File: src/rtl/iir_pkg.sv
// iir_pkg: shared definitions for the multi-channel IIR filter.
//   - iir_state_e : frame sequencer states
//   - val_w/acc_w : internal value and accumulator width derivation
//   - ONE / one_q : Q2.(COEF_W-2) unity coefficient
//   - sat_to      : signed clamp to a given width (only used when
//                   IIR_SATURATE_EN is defined)
package iir_pkg;

  typedef enum logic [2:0] {
    ST_IDLE  = 3'd0,
    ST_LOAD  = 3'd1,
    ST_MAC   = 3'd2,
    ST_WRITE = 3'd3,
    ST_DONE  = 3'd4
  } iir_state_e;

  // Samples carry two guard bits below the LSB inside the datapath.
  function automatic int val_w(input int data_w);
    return data_w + 2;
  endfunction

  // Four bits of headroom above the value width for tap accumulation.
  function automatic int acc_w(input int data_w);
    return val_w(data_w) + 4;
  endfunction

  // Unity coefficient for a given coefficient width.
  function automatic longint one_q(input int coef_w);
    return longint'(64'sd1 <<< (coef_w - 2));
  endfunction

  // Unity at the default 18-bit coefficient width.
  localparam logic [17:0] ONE = 18'h10000;

  // Clamp a signed value into the range of a w-bit two's-complement number.
  function automatic logic signed [63:0] sat_to(input logic signed [63:0] v, input int w);
    logic signed [63:0] hi_s;
    logic signed [63:0] lo_s;
    hi_s = (64'sd1 <<< (w - 1)) - 64'sd1;
    lo_s = -hi_s - 64'sd1;
    if (v > hi_s) begin
      return hi_s;
    end else if (v < lo_s) begin
      return lo_s;
    end else begin
      return v;
    end
  endfunction

endpackage

File: src/rtl/iir_mac_unit.sv
// iir_mac_unit: shared signed multiply / rescale / accumulate.
// Ports:
//   state_clk  processing clock
//   reset      synchronous active-low reset
//   clear      zero the accumulator on the next edge
//   enable     add the current tap product on the next edge
//   coef       signed Q2.(COEF_W-2) coefficient
//   value      signed VAL_W sample / history value
//   acc        registered accumulator
// With IIR_SATURATE_EN defined the rescaled product and the running sum
// clamp to ACC_W instead of wrapping.
module iir_mac_unit
  import iir_pkg::*;
#(
  parameter int COEF_W = 18,
  parameter int VAL_W  = 18,
  parameter int ACC_W  = 22
) (
  input  logic              state_clk,
  input  logic              reset,
  input  logic              clear,
  input  logic              enable,
  input  logic [COEF_W-1:0] coef,
  input  logic [VAL_W-1:0]  value,
  output logic [ACC_W-1:0]  acc
);

  localparam int PROD_W = COEF_W + VAL_W;

  logic signed [PROD_W-1:0] coef_ext_s;
  logic signed [PROD_W-1:0] val_ext_s;
  logic signed [PROD_W-1:0] prod_full_s;
  logic signed [PROD_W-1:0] prod_shift_s;
  logic [ACC_W-1:0]         prod_acc_s;
  logic signed [ACC_W:0]    sum_s;
  logic [ACC_W-1:0]         acc_next_s;
  logic [ACC_W-1:0]         acc_r;
  logic                     unused_s;
`ifdef IIR_SATURATE_EN
  logic signed [63:0]       prod_sat_s;
  logic signed [63:0]       sum_sat_s;
`endif

  // Tap product rescaled back to value units, then added to the running sum.
  always_comb begin
    coef_ext_s   = {{VAL_W{coef[COEF_W-1]}}, coef};
    val_ext_s    = {{COEF_W{value[VAL_W-1]}}, value};
    prod_full_s  = coef_ext_s * val_ext_s;
    // Arithmetic shift truncates toward minus infinity.
    prod_shift_s = prod_full_s >>> (COEF_W - 2);
`ifdef IIR_SATURATE_EN
    prod_sat_s = sat_to(64'(prod_shift_s), ACC_W);
    prod_acc_s = prod_sat_s[ACC_W-1:0];
`else
    prod_acc_s = prod_shift_s[ACC_W-1:0];
`endif
    sum_s = $signed({acc_r[ACC_W-1], acc_r}) + $signed({prod_acc_s[ACC_W-1], prod_acc_s});
`ifdef IIR_SATURATE_EN
    sum_sat_s  = sat_to(64'(sum_s), ACC_W);
    acc_next_s = sum_sat_s[ACC_W-1:0];
`else
    acc_next_s = sum_s[ACC_W-1:0];
`endif
  end

  // Bits discarded by truncation/clamping.
`ifdef IIR_SATURATE_EN
  assign unused_s = ^{prod_sat_s[63:ACC_W], sum_sat_s[63:ACC_W]};
`else
  assign unused_s = ^{prod_shift_s[PROD_W-1:ACC_W], sum_s[ACC_W]};
`endif

  // Accumulator register: clear wins over enable.
  always_ff @(posedge state_clk) begin
    if (!reset) begin
      acc_r <= '0;
    end else if (clear) begin
      acc_r <= '0;
    end else if (enable) begin
      acc_r <= acc_next_s;
    end else begin
      acc_r <= acc_r;
    end
  end

  assign acc = acc_r;

endmodule

File: src/rtl/iir_mc_fixed.sv
// iir_mc_fixed: time-multiplexed Direct Form I IIR filter, ORDER taps,
// CHANNELS independent channels sharing one MAC (iir_mac_unit).
// Ports:
//   state_clk  processing clock (all logic on rising edge)
//   reset      synchronous active-low reset
//   lr_clk     sample-rate clock, asynchronous; rising edge starts a frame
//   audio_in   CHANNELS samples, channel c at [c*DATA_W +: DATA_W]
//   scale      left shift applied to the accumulator before storing y(n)
//   b, a       feed-forward / pre-negated feedback coefficients, Q2.(COEF_W-2)
//   audio_out  filtered samples of the current frame
//   out_valid  one-cycle pulse when audio_out updates
//   busy       high from LOAD through DONE
//   overrun    sticky, set when a sample edge arrives while busy
// Build option: define IIR_SATURATE_EN to clamp the accumulator and y(n)
// instead of wrapping.
module iir_mc_fixed
  import iir_pkg::*;
#(
  parameter int DATA_W   = 16,
  parameter int COEF_W   = 18,
  parameter int ORDER    = 4,
  parameter int CHANNELS = 2
) (
  input  logic                         state_clk,
  input  logic                         reset,
  input  logic                         lr_clk,
  input  logic [CHANNELS*DATA_W-1:0]   audio_in,
  input  logic [2:0]                   scale,
  input  logic [(ORDER+1)*COEF_W-1:0]  b,
  input  logic [ORDER*COEF_W-1:0]      a,
  output logic [CHANNELS*DATA_W-1:0]   audio_out,
  output logic                         out_valid,
  output logic                         busy,
  output logic                         overrun
);

  localparam int VAL_W = val_w(DATA_W);
  localparam int ACC_W = acc_w(DATA_W);
  localparam int NTAPS = 2 * ORDER + 1;
  localparam int TAP_W = $clog2(NTAPS);
  localparam int CH_W  = (CHANNELS > 1) ? $clog2(CHANNELS) : 1;
  // Room for the accumulator shifted left by up to 7.
  localparam int SHF_W = ACC_W + 7;

  logic [2:0]                              lr_sync_r;
  logic                                    strobe_s;
  iir_state_e                              state_r;
  iir_state_e                              state_nx_s;
  logic [CH_W-1:0]                         ch_r;
  logic [TAP_W-1:0]                        tap_r;
  logic                                    last_tap_s;
  logic                                    last_ch_s;
  logic                                    mac_clr_s;
  logic                                    mac_en_s;
  logic [CHANNELS-1:0][VAL_W-1:0]          x_cur_r;
  logic [CHANNELS-1:0][ORDER-1:0][VAL_W-1:0] x_hist_r;
  logic [CHANNELS-1:0][ORDER-1:0][VAL_W-1:0] y_hist_r;
  logic [CHANNELS-1:0][DATA_W-1:0]         stage_r;
  logic [CHANNELS*DATA_W-1:0]              audio_out_r;
  logic                                    out_valid_r;
  logic                                    busy_r;
  logic                                    overrun_r;
  logic [VAL_W-1:0]                        row_xc_s;
  logic [ORDER-1:0][VAL_W-1:0]             row_xh_s;
  logic [ORDER-1:0][VAL_W-1:0]             row_yh_s;
  logic [COEF_W-1:0]                       coef_s;
  logic [VAL_W-1:0]                        val_s;
  logic [ACC_W-1:0]                        acc_s;
  logic signed [SHF_W-1:0]                 shift_s;
  logic [VAL_W-1:0]                        y_s;
  logic                                    unused_s;
`ifdef IIR_SATURATE_EN
  logic signed [63:0]                      y_sat_s;
`endif

  // Two-flop synchroniser for lr_clk plus a delayed copy for edge detection.
  always_ff @(posedge state_clk) begin
    if (!reset) begin
      lr_sync_r <= 3'b000;
    end else begin
      lr_sync_r <= {lr_sync_r[1:0], lr_clk};
    end
  end

  assign strobe_s   = lr_sync_r[1] & ~lr_sync_r[2];
  assign last_tap_s = (tap_r == TAP_W'(NTAPS - 1));
  assign last_ch_s  = (ch_r == CH_W'(CHANNELS - 1));

  // FSM state register.
  always_ff @(posedge state_clk) begin
    if (!reset) begin
      state_r <= ST_IDLE;
    end else begin
      state_r <= state_nx_s;
    end
  end

  // FSM next-state logic.
  always_comb begin
    state_nx_s = state_r;
    case (state_r)
      ST_IDLE: begin
        if (strobe_s) begin
          state_nx_s = ST_LOAD;
        end else begin
          state_nx_s = ST_IDLE;
        end
      end
      ST_LOAD:  state_nx_s = ST_MAC;
      ST_MAC: begin
        if (last_tap_s) begin
          state_nx_s = ST_WRITE;
        end else begin
          state_nx_s = ST_MAC;
        end
      end
      ST_WRITE: begin
        if (last_ch_s) begin
          state_nx_s = ST_DONE;
        end else begin
          state_nx_s = ST_MAC;
        end
      end
      ST_DONE:  state_nx_s = ST_IDLE;
      default:  state_nx_s = ST_IDLE;
    endcase
  end

  // FSM outputs driving the MAC unit.
  always_comb begin
    mac_clr_s = 1'b0;
    mac_en_s  = 1'b0;
    case (state_r)
      ST_LOAD:  mac_clr_s = 1'b1;
      ST_WRITE: mac_clr_s = 1'b1;
      ST_MAC:   mac_en_s  = 1'b1;
      default: begin
        mac_clr_s = 1'b0;
        mac_en_s  = 1'b0;
      end
    endcase
  end

  // Tap mux: pick the active channel's row, then the coefficient/value pair.
  // Tap 0..ORDER walk b on x(n)..x(n-ORDER); the rest walk a on y(n-1)...
  always_comb begin
    row_xc_s = '0;
    row_xh_s = '0;
    row_yh_s = '0;
    for (int c = 0; c < CHANNELS; c++) begin
      row_xc_s = (ch_r == CH_W'(c)) ? x_cur_r[c]  : row_xc_s;
      row_xh_s = (ch_r == CH_W'(c)) ? x_hist_r[c] : row_xh_s;
      row_yh_s = (ch_r == CH_W'(c)) ? y_hist_r[c] : row_yh_s;
    end
    coef_s = b[0 +: COEF_W];
    val_s  = row_xc_s;
    for (int k = 0; k < ORDER; k++) begin
      coef_s = (tap_r == TAP_W'(k + 1)) ? b[(k + 1) * COEF_W +: COEF_W] : coef_s;
      val_s  = (tap_r == TAP_W'(k + 1)) ? row_xh_s[k] : val_s;
      coef_s = (tap_r == TAP_W'(ORDER + 1 + k)) ? a[k * COEF_W +: COEF_W] : coef_s;
      val_s  = (tap_r == TAP_W'(ORDER + 1 + k)) ? row_yh_s[k] : val_s;
    end
  end

  iir_mac_unit #(
    .COEF_W (COEF_W),
    .VAL_W  (VAL_W),
    .ACC_W  (ACC_W)
  ) u_mac (
    .state_clk (state_clk),
    .reset     (reset),
    .clear     (mac_clr_s),
    .enable    (mac_en_s),
    .coef      (coef_s),
    .value     (val_s),
    .acc       (acc_s)
  );

  // y(n) = acc <<< scale reduced to VAL_W (wrapped, or clamped when saturating).
  always_comb begin
    shift_s = {{7{acc_s[ACC_W-1]}}, acc_s};
    shift_s = shift_s <<< scale;
`ifdef IIR_SATURATE_EN
    y_sat_s = sat_to(64'(shift_s), VAL_W);
    y_s     = y_sat_s[VAL_W-1:0];
`else
    y_s     = shift_s[VAL_W-1:0];
`endif
  end

`ifdef IIR_SATURATE_EN
  assign unused_s = ^{shift_s, y_sat_s[63:VAL_W]};
`else
  assign unused_s = ^shift_s[SHF_W-1:VAL_W];
`endif

  // Datapath: sample latch, tap/channel counters, histories and output staging.
  always_ff @(posedge state_clk) begin
    if (!reset) begin
      ch_r        <= '0;
      tap_r       <= '0;
      x_cur_r     <= '0;
      x_hist_r    <= '0;
      y_hist_r    <= '0;
      stage_r     <= '0;
      audio_out_r <= '0;
    end else begin
      case (state_r)
        ST_LOAD: begin
          for (int c = 0; c < CHANNELS; c++) begin
            x_cur_r[c] <= {audio_in[c * DATA_W +: DATA_W], 2'b00};
          end
          ch_r  <= '0;
          tap_r <= '0;
        end
        ST_MAC: begin
          tap_r <= tap_r + TAP_W'(1);
        end
        ST_WRITE: begin
          for (int c = 0; c < CHANNELS; c++) begin
            if (ch_r == CH_W'(c)) begin
              for (int k = ORDER - 1; k > 0; k--) begin
                x_hist_r[c][k] <= x_hist_r[c][k - 1];
                y_hist_r[c][k] <= y_hist_r[c][k - 1];
              end
              x_hist_r[c][0] <= x_cur_r[c];
              y_hist_r[c][0] <= y_s;
              // y_s is already clamped to VAL_W when saturating, so dropping
              // the guard bits keeps the sample inside DATA_W limits.
              stage_r[c]     <= y_s[VAL_W-1:2];
            end
          end
          ch_r  <= ch_r + CH_W'(1);
          tap_r <= '0;
        end
        ST_DONE: begin
          audio_out_r <= stage_r;
        end
        default: begin
          tap_r <= tap_r;
        end
      endcase
    end
  end

  // Status flags: out_valid follows DONE, busy tracks the next state, overrun is sticky.
  always_ff @(posedge state_clk) begin
    if (!reset) begin
      out_valid_r <= 1'b0;
      busy_r      <= 1'b0;
      overrun_r   <= 1'b0;
    end else begin
      out_valid_r <= (state_r == ST_DONE);
      busy_r      <= (state_nx_s != ST_IDLE);
      overrun_r   <= overrun_r | (strobe_s & (state_r != ST_IDLE));
    end
  end

  assign audio_out = audio_out_r;
  assign out_valid = out_valid_r;
  assign busy      = busy_r;
  assign overrun   = overrun_r;

endmodule

File: config.mk
export PLATFORM = sky130hd
export DESIGN_NAME = iir_mc_fixed
export DESIGN_NICKNAME = d
export VERILOG_FILES = /design/src/rtl/iir_pkg.sv /design/src/rtl/iir_mac_unit.sv /design/src/rtl/iir_mc_fixed.sv
export SDC_FILE = /design/constraint.sdc
export NUM_CORES = 2
export LEC_CHECK = 0
export CORE_ASPECT_RATIO = 0.9
export CORE_MARGIN = 2
export CORE_UTILIZATION = 50
export CTS_CLUSTER_DIAMETER = 40
export DETAILED_ROUTE_END_ITERATION = 16
export GPL_TIMING_DRIVEN = 0
export HOLD_SLACK_MARGIN = 0.06
export PLACE_DENSITY = 0.8
export SYNTH_ARGS = -nofsm -noshare
export SYNTH_HDL_FRONTEND = slang
export SYNTH_HIERARCHICAL = 1
export SYNTH_SLANG_ARGS = --single-unit
File: constraint.sdc
create_clock -name state_clk -period 19.43 [get_ports state_clk]
set_clock_uncertainty 0.05 [all_clocks]
set_input_delay 3.886 -clock state_clk [delete_from_list [all_inputs] [get_ports state_clk]]
set_output_delay 3.886 -clock state_clk [all_outputs]
set_load 0.005 [all_outputs]
==> flow_metrics.py <==
metrics = {
    "status": {
        "run_status": "finished, final reports clean",
    },
    "die": {
        "rows": 84,
        "die_area_sq_um": 61200,
        "die_height_um": 235,
        "num_io_pins": 235,
        "die-width_um": 261,
        "core-area_sq_um": 58500,
        "initial_core_utilization": 0.506,
    },
    "worst_setup_path": {
        "crit_path_max_fanout": 10,
        "critical-path-top-cell-by-count": "fa_1",
        "crit_arrival_ns": 14.39,
        "setup_crit_path_kind": "input port to flop",
        "cpMaxStageDelayCell": "o31ai_1",
        "critical_path_required_ns": 19.85,
        "worst_path_largest_cell_delay_ns": 1.07,
        "critical_path.endpoint_type": "flop",
        "worst_setup_sp_type": "input port",
        "setup.reg_to_reg.worst_slack_ns": 7.83,
    },
    "clock_network": {
        "cts_tree": "built",
        "cts.reportedPaths.clkPinSlew_ns": 0.06,
        "post_cts.repair.setup_buffers": 0,
        "clk-insertion-delay-late_ns": 0.63,
        "clock_sinks": 368,
        "cts-root-buf": "clkbuf_16",
        "ctsResizeCount": 0,
        "cts_made_buffers": 51,
        "htree_levels": 2,
        "hold_buffers": 0,
        "cts.path.max_buffers": 3,
    },
    "placement": {
        "preCtsSetupSlack_ns": 5.03,
        "post_dp_cell_area_sq_um": 32900,
        "detailedPlacementHpwl_um": 86100,
        "placer_congestion": 1.02,
        "port_buffers": 233,
    },
    "synth": {
        "netlist_instances": 3577,
        "postSynthNetCount": 4209,
        "syn-mean-instance-area_sq_um": 8.29,
        "synth.yosys.warnings": 6,
        "synth_area_sq_um": 29600,
    },
    "detailed_routing": {
        "drc": 0,
        "detailedRoute.firstPassIterationCount": 6,
        "routed_wirelength_um": 107000,
        "ant_nets": 0,
        "route.detailed.vias_per_inst": 5.82,
        "drt-initial-drc-count": 2847,
        "routed_wire_per_std_cell_um": 22.9,
        "routed-via-count": 27200,
    },
    "power": {
        "peakVddDrop_mv": 0.0651,
        "power_density_nw_per_um2": 62.1,
        "cellLeakagePower_uw": 0.0139,
        "fin_total_pwr_uw": 2160,
    },
    "final_layout": {
        "nFillCells": 5262,
        "finish.instance_area_sq_um": 34800,
        "final_net_count": 4495,
        "layout-area-overhead-vs-synth_pct": 17.3,
        "fraction_of_layout_cells_with_a_size_suffix_above_1": 0.0581,
        "num_antenna_cells": 0,
    },
    "sta": {
        "layout_setup_ws_ns": 5.46,
        "report.final.hold_viol_count": 0,
        "max-slew-margin-rel": 0.108,
        "final_count_of_pins_violating_max_slew": 0,
        "final.hold.worst_slack_ns": 0.386,
        "final_period_minus_worst_setup_slack_ns": 13.97,
        "clock.fmax_ghz": 0.0716,
        "rsz0062_at_grt": "false",
        "setup-tns-final_ns": 0,
        "setup_violating_endpoint_count_in_the_final_report": 0,
        "final.period_utilization": 0.719,
        "timing_worst_slew_pin_value_ns": 1.33,
    },
    "global_route": {
        "grt_max_degree": 16,
        "initial_antenna_violation_count": 5,
        "gr-total-overflow": 0,
        "grt_use_total": 0.348,
        "first_global_vias": 26500,
        "grt_first_pass_wirelength_um": 161000,
    },
    "worst_hold_path": {
        "hp-class": "flop to flop",
    },
    "flow_run": {
        "maxCapViolCount": 0,
    },
}
==> through the flow <==
step / std cells / utilization
global placement: 4584 / 0.563
global route: 4680 / 0.594
detailed placement: 4584 / 0.563
floorplan: 3577 / -
CTS: 4680 / 0.594
finish: 4680 / 0.594
==> final timing paths <==
kind,from,to,cells past startpoint
worst max-delay path,b[26],u_mac/acc[16]$_SDFFE_PP0P_,37
worst min-delay path,lr_sync_r[0]$_SDFF_PN0_,lr_sync_r[1]$_SDFF_PN0_,1
worst max register to register,tap_r[1]$_SDFFE_PN0P_,u_mac/acc[16]$_SDFFE_PP0P_,42
worst min register to register,lr_sync_r[0]$_SDFF_PN0_,lr_sync_r[1]$_SDFF_PN0_,1
==> sequential cells by signal, summed over array words and instances, names as in the netlist <==
register   count
out_valid      1
ch_r           1
overrun        1
lr_sync_r      3
y_hist_r     144
state_r        3
audio_out     32
tap_r          4
u_mac/acc     18
x_cur_r       32
busy           1
x_hist_r     128
==> worst max-delay path, delay by kind of cell <==
kind | cells | cell delay (ns)
XOR/XNOR | 2 | 0.28
AND/OR/NAND/NOR | 7 | 0.92
adder cells (fa/ha/maj) | 8 | 3.61
multiplexers | 1 | 0.14
buffers and inverters | 5 | 1.10
AO/OA/AOI/OAI | 14 | 4.43
==> per-layer routing <==
metal,wire (um),share of wire,GRT usage,vias up
met5,38,0.00035,0,-
met4,6720,0.063,0.180,6
met3,11900,0.11,0.0914,377
met2,46400,0.43,0.528,1536
met1,42200,0.39,0.455,13100
li1,-,-,-,12200
==> power by group <==
group          internal [uW]  total, uW  switching (uW)  leakage [uW]
Combinational            174        417             243        0.0100
Clock                    574        980             406      0.000879
Sequential               758        763            4.97       0.00296
Total                   1510       2160             654        0.0139
==> layout by cell type, fill, tap and decap left out, drive strengths merged, types with 20 or more instances in the layout <==
cell,count
nor2,123
mux2i,129
dfxtp,368
nand2,826
buf,96
mux4,20
nand3,22
a311oi,23
o22ai,39
a21o,25
clkbuf,208
o31ai,21
o21ai,69
and2,158
a211oi,44
ha,109
clkdlybuf4s50,233
fa,323
mux2,37
nand2b,20
inv,400
a22oi,40
a21oi,371
o21a,28
nor2b,38
==> final cells by class <==
type | count | area [sq um] | area share
plain buffers | 245 | 1060 | 0.0304
clock buffers | 59 | 1360 | 0.0390
flip-flops and latches | 368 | 7370 | 0.212
well taps | 774 | 968 | 0.0279
inverters | 385 | 1450 | 0.0416
multi-input cells | 2579 | 19800 | 0.569
repair buffers | 233 | 2330 | 0.0671
clock inverters | 37 | 457 | 0.0131
Power figures use the tool's default switching activity.
